$ cat src/rtl/trivium_out_fifo_if.sv
// Handshake bundle between the Trivium XOR stage, the output FIFO and the byte consumer.
interface trivium_out_fifo_if #(
    parameter int DATA_W = 8,
    parameter int DEPTH  = 256
);
    localparam int AW = $clog2(DEPTH);

    logic [DATA_W-1:0] wr_data;
    logic              wr_en;
    logic              flush;
    logic              rd_ready;
    logic [DATA_W-1:0] rd_data;
    logic              rd_valid;
    logic [1:0]        fifo_cnd;
    logic [AW:0]       level;
    logic [7:0]        ovf_cnt;

    modport master (
        output wr_data, wr_en, flush, rd_ready,
        input  rd_data, rd_valid, fifo_cnd, level, ovf_cnt
    );

    modport slave (
        input  wr_data, wr_en, flush, rd_ready,
        output rd_data, rd_valid, fifo_cnd, level, ovf_cnt
    );
endinterface

$ cat src/rtl/trivium_out_fifo.sv
// Show-ahead ciphertext FIFO holding one cipher block; reports empty/partial/full/overflow
// back to the cipher through fifo_cnd.
module trivium_out_fifo #(
    parameter int  DATA_W = 8,
    parameter int  DEPTH  = 256,
    localparam int AW     = $clog2(DEPTH)
) (
    input logic               clk,
    input logic               rst,
    trivium_out_fifo_if.slave bus
);
    localparam logic [AW:0] FULL_LVL = (AW+1)'(DEPTH);

    logic [DATA_W-1:0] mem [DEPTH];
    logic [AW-1:0]     wr_ptr, rd_ptr;
    logic [AW:0]       level;
    logic [7:0]        ovf_cnt;
    logic              ovf_err;
    logic              full, rd_valid, pop, push, drop;

    assign full     = (level == FULL_LVL);
    assign rd_valid = (level != '0);
    assign pop      = rd_valid & bus.rd_ready;
    // A pop in the same cycle frees the slot, so a full FIFO still accepts the write.
    assign push     = bus.wr_en & (~full | pop);
    assign drop     = bus.wr_en & full & ~pop;

    always_ff @(posedge clk or negedge rst) begin
        if (!rst) begin
            wr_ptr  <= '0;
            rd_ptr  <= '0;
            level   <= '0;
            ovf_cnt <= '0;
            ovf_err <= 1'b0;
        end else if (bus.flush) begin
            wr_ptr  <= '0;
            rd_ptr  <= '0;
            level   <= '0;
            ovf_cnt <= '0;
            ovf_err <= 1'b0;
        end else begin
            if (push) wr_ptr <= wr_ptr + 1'b1;
            if (pop)  rd_ptr <= rd_ptr + 1'b1;
            if (push && !pop)
                level <= level + 1'b1;
            else if (pop && !push)
                level <= level - 1'b1;
            if (drop) begin
                ovf_err <= 1'b1;
                if (ovf_cnt != 8'hFF) ovf_cnt <= ovf_cnt + 1'b1;
            end
        end
    end

    // Storage is deliberately not reset; it is only read while level is non-zero.
    always_ff @(posedge clk) begin
        if (push && !bus.flush) mem[wr_ptr] <= bus.wr_data;
    end

    always_comb begin
        bus.fifo_cnd = 2'b00;
        if (ovf_err)       bus.fifo_cnd = 2'b11;
        else if (full)     bus.fifo_cnd = 2'b10;
        else if (rd_valid) bus.fifo_cnd = 2'b01;
    end

    assign bus.rd_valid = rd_valid;
    assign bus.rd_data  = rd_valid ? mem[rd_ptr] : '0;
    assign bus.level    = level;
    assign bus.ovf_cnt  = ovf_cnt;
endmodule
$ cat src/flat_wrapper.sv
// flat-port wrapper written by rule: the top's interface ports become plain ports
module trivium_out_fifo_flat 
#(
    parameter int  DATA_W = 8,
    parameter int  DEPTH  = 256,
    localparam int AW     = $clog2(DEPTH)
)
  (clk, rst, bus_wr_data, bus_wr_en, bus_flush, bus_rd_ready, bus_rd_data, bus_rd_valid, bus_fifo_cnd, bus_level, bus_ovf_cnt);
  trivium_out_fifo_if #(.DATA_W(DATA_W), .DEPTH(DEPTH)) bus_i ();
  input logic clk;
  input logic rst;
  input wire logic [$bits(bus_i.wr_data)-1:0] bus_wr_data;
  input wire logic [$bits(bus_i.wr_en)-1:0] bus_wr_en;
  input wire logic [$bits(bus_i.flush)-1:0] bus_flush;
  input wire logic [$bits(bus_i.rd_ready)-1:0] bus_rd_ready;
  output wire logic [$bits(bus_i.rd_data)-1:0] bus_rd_data;
  output wire logic [$bits(bus_i.rd_valid)-1:0] bus_rd_valid;
  output wire logic [$bits(bus_i.fifo_cnd)-1:0] bus_fifo_cnd;
  output wire logic [$bits(bus_i.level)-1:0] bus_level;
  output wire logic [$bits(bus_i.ovf_cnt)-1:0] bus_ovf_cnt;
  assign bus_i.wr_data = bus_wr_data;
  assign bus_i.wr_en = bus_wr_en;
  assign bus_i.flush = bus_flush;
  assign bus_i.rd_ready = bus_rd_ready;
  assign bus_rd_data = bus_i.rd_data;
  assign bus_rd_valid = bus_i.rd_valid;
  assign bus_fifo_cnd = bus_i.fifo_cnd;
  assign bus_level = bus_i.level;
  assign bus_ovf_cnt = bus_i.ovf_cnt;
  trivium_out_fifo #(.DATA_W(DATA_W), .DEPTH(DEPTH)) u_core (.clk(clk), .rst(rst), .bus(bus_i));
endmodule
$ cat config.mk
export PLATFORM = sky130hd
export DESIGN_NAME = trivium_out_fifo_flat
export DESIGN_NICKNAME = d
export VERILOG_FILES = /design/src/rtl/trivium_out_fifo_if.sv /design/src/rtl/trivium_out_fifo.sv /design/src/flat_wrapper.sv
export SDC_FILE = /design/constraint.sdc
export NUM_CORES = 2
export LEC_CHECK = 0
export BUFFER_PORTS_ARGS = -buffer_cell sky130_fd_sc_hd__buf_4
export CORE_MARGIN = 2
export CORE_UTILIZATION = 63
export DETAILED_ROUTE_END_ITERATION = 10
export PLACE_DENSITY_LB_ADDON = 0.1
export SLEW_MARGIN = 10
export SYNTH_ARGS = -nofsm -noshare
export SYNTH_HDL_FRONTEND = slang
export SYNTH_SLANG_ARGS = --single-unit
$ cat constraint.sdc
create_clock -name clk -period 4.2 [get_ports clk]
set_input_delay 0.84 -clock clk [delete_from_list [all_inputs] [get_ports clk]]
set_output_delay 0.84 -clock clk [all_outputs]
set_load 0.01 [all_outputs]
==> results.py <==
metrics = {
    "cells_and_area": {
        "drive_gt1_share_pct": 34.8,
        "multi_input_area_um2": 18800,
        "final_common_cell": "edfxtp_1",
        "n_fill_cell": 6844,
        "regArea_um2": 62400,
        "area_delta_synth_final_pct": 18.4,
        "nets": 4602,
        "mostFrequentLayoutCells": "2048 x edfxtp_1, 594 x buf_4, 486 x mux4_2",
        "utilization_pct": 75.4,
    },
    "clock_tree": {
        "numClockSinks": 2082,
        "cts_root_buffer": "clkbuf_16",
        "cts.htree.levels": 4,
        "cts_max_path_buffers": 3,
        "clk_latency_ps": 850,
        "path_clk_slew_ps": 60,
        "cts_buffers": 198,
        "cts_tree": "done",
    },
    "place": {
        "place_congestion": 0.919,
        "io_buffers": 40,
        "dp_hpwl_um": 138000,
        "dp_slack_ps": -612,
    },
    "floorplanning": {
        "die_h_um": 364,
        "coreArea_um2": 128000,
        "io_pins": 41,
        "die_w_um": 364,
        "rows": 131,
        "dieArea_um2": 132000,
        "start_util_pct": 63.6,
    },
    "hold_path": {
        "holdPathEnd": "u_core.mem[217][6]",
        "hold_class": "in -> reg",
        "hp-start": "bus_wr_data[6]",
        "holdPathStages": 1,
    },
    "yosys": {
        "syn_area_um2": 81500,
        "synth.area.top_cells": "edfxtp_1 75%, mux4_2 13%, mux2i_1 1.9%",
        "synthArstFlopShare_pct": 1.63,
        "synth.area.mux_share_pct": 15.5,
        "synth-adder-area-share_pct": 0.240,
        "synth_fp_nets": 3906,
        "synth.distinct_cells": 69,
        "synth_xor_area_share_pct": 0.258,
        "synth_top_family_by_area": "multiplexers",
        "yosys_register_bits": 2082,
        "yosysTopAreaCellShare_pct": 75.5,
        "yosysTopAreaCell": "edfxtp_1",
        "syn_inst": 3878,
        "synth-edff-count": 2048,
        "yosys.area_share.simple_pct": 2.85,
        "yosysWarnings": 0,
        "ys_seq_area_share_pct": 76.5,
        "synth-compound-area-share_pct": 2.73,
        "ys.flop_type": "edfxtp_1",
        "postSynthAreaPerCell_um2": 21.0,
    },
    "sta": {
        "worst_slack_ps": -668,
        "setup_viol": 8,
        "holdWs_ps": 374,
        "finalSetupTns_ps": -4930,
        "rsz0062_at_grt": "yes",
        "skew_ps": 36.9,
        "slew_violations": 0,
        "fmax_mhz": 205,
        "tightest_slew_ps": 1280,
        "report.final.hold_viol_count": 0,
        "period_needed_ps": 4870,
        "period_share_pct": 116,
        "slew-limit-headroom_pct": 14.2,
    },
    "detailed_routing": {
        "vias": 44024,
        "drt_iter0_drc": 6857,
        "routed_via_density": 6.81,
        "drc_errors": 0,
        "drt_pass1_iterations": 6,
        "wl_per_cell_um": 34.0,
        "totalWireLength_um": 220000,
        "detail-route-antenna-nets": 0,
    },
    "global_route": {
        "grt_max_degree": 135,
        "antenna_found_initial": 2,
        "grtUsageTotal_pct": 33.8,
        "grt_pass1_wl_um": 314000,
        "grt.overflow.total": 0,
        "grt_pass1_vias": 43841,
    },
    "status": {
        "violations": "negative setup slack",
        "status": "complete, but fails checks",
    },
    "worst_setup_path": {
        "start_kind": "flop",
        "r2r_slack_ps": 250,
        "crit_path_end_kind": "output pin",
        "critPathRequiredTime_ps": 3360,
        "r2r-start": "u_core.bus.level[0]",
        "crit_type": "reg -> out",
        "r2r-end": "u_core.bus.level[8]",
        "crit_fanout": 10,
        "rr_worst_depth": 13,
        "crit_arrival_ps": 4030,
    },
    "power_and_ir_drop": {
        "p_leak_nw": 31.4,
        "peakVddDrop_uv": 564,
        "power.density_nw_per_um2": 499,
    },
    "run": {
        "drv_cap": 0,
    },
}
-- report_power, final --
part | total (W) | internal, W | switching [W]
clock | 0.0174 | 0.00984 | 0.00752
sequential | 0.0230 | 0.0229 | 0.0000829
combinational | 0.00784 | 0.00389 | 0.00395
total | 0.0482 | 0.0366 | 0.0116
-- synth_stat cells, types with 13 or more instances --
| cell type | n |
|---|---|
| o21ai_0 | 36 |
| buf_6 | 33 |
| buf_2 | 60 |
| a22oi_1 | 49 |
| buf_12 | 13 |
| mux2i_1 | 155 |
| nand2_1 | 117 |
| a22o_1 | 17 |
| buf_1 | 13 |
| clkbuf_1 | 85 |
| mux4_2 | 486 |
| buf_4 | 18 |
| a211oi_1 | 15 |
| nor2_1 | 322 |
| nand3_1 | 22 |
| dfrtp_1 | 34 |
| a221oi_1 | 21 |
| a21oi_1 | 57 |
| o22ai_1 | 44 |
| nor3_1 | 28 |
| edfxtp_1 | 2048 |
| nor2b_1 | 13 |
| ha_1 | 14 |
-- per-stage QoR --
step	power, W	cells	area, um^2
finish	0.0482	6469	96500
global route	0.0494	6468	96500
CTS	0.0480	6457	95800
detailed placement	0.0300	6028	87700
global placement	0.0299	6028	87700
floorplan	0.0276	3878	81500
-- worst max-delay path: stages (launching register included) --
cell	delay, ps
dfrtp_4	560
buf_12	180
buf_12	140
buf_16	150
buf_12	150
buf_4	140
mux4_2	430
mux2i_2	360
o21ai_1	240
a21oi_2	340
buf_4	190
o32ai_4	130
buf_6	170
-- cell type report --
cell class	count	area share [%]
clock inverter	123	1.23
multi-input combinational	1557	19.5
timing repair buffer	721	7.07
clock buffer	242	5.31
inverter	14	0.0597
antenna	1	0.00259
sequential	2082	64.6
tap	1729	2.24
-- worst max-delay path by stage --
stage	start	to	cells past startpoint
2_1_floorplan	u_core.rd_ptr[0]	bus_rd_data[4]	9
3_3_place_gp	u_core.rd_ptr[0]	bus_rd_data[0]	10
3_5_place_dp	u_core.rd_ptr[0]	bus_rd_data[0]	10
4_1_cts	u_core.rd_ptr[0]	bus_rd_data[1]	10
5_1_grt	u_core.rd_ptr[0]	bus_rd_data[1]	13
6_report	u_core.rd_ptr[0]	bus_rd_data[1]	12
-- kinds of logic (layout without fill, tap and decap cells) --
logic type / count (synthesis) / in the layout
flops: 2082 / 2082
compound gates: 316 / 316
buf+inv: 239 / 1100
simple gates: 554 / 554
fa+ha+maj: 15 / 15
other cells: 0 / 1
xor+xnor: 24 / 24
mux: 648 / 648
-- state kept, by name (all words and copies together) (netlist names) --
register and cells:
u_core.wr_ptr 8, u_core.rd_ptr 8, u_core.mem 2048, u_core.ovf_err 1
u_core.bus.ovf_cnt 8, u_core.bus.level 9
-- layer usage --
metal	vias up	track usage (%)	share of wire, %
met5	-	0	0.0059
met4	2	14.5	4.6
met3	502	9.02	12
met2	3085	51.6	47
met1	22927	47.2	36
li1	17508	-	-
-- what timing repair did --
action                                  in CTS  in global routing
endpoints found under the setup margin       8                  8
cloned                                      11                  1
gates resized for setup                    201                114
setup buffers                               57                 16
pin swaps                                   42                 33
endpoints found under the hold margin       34                  0
hold buffers                                 1                  0
No activity file was read; power rests on OpenSTA's default activity.
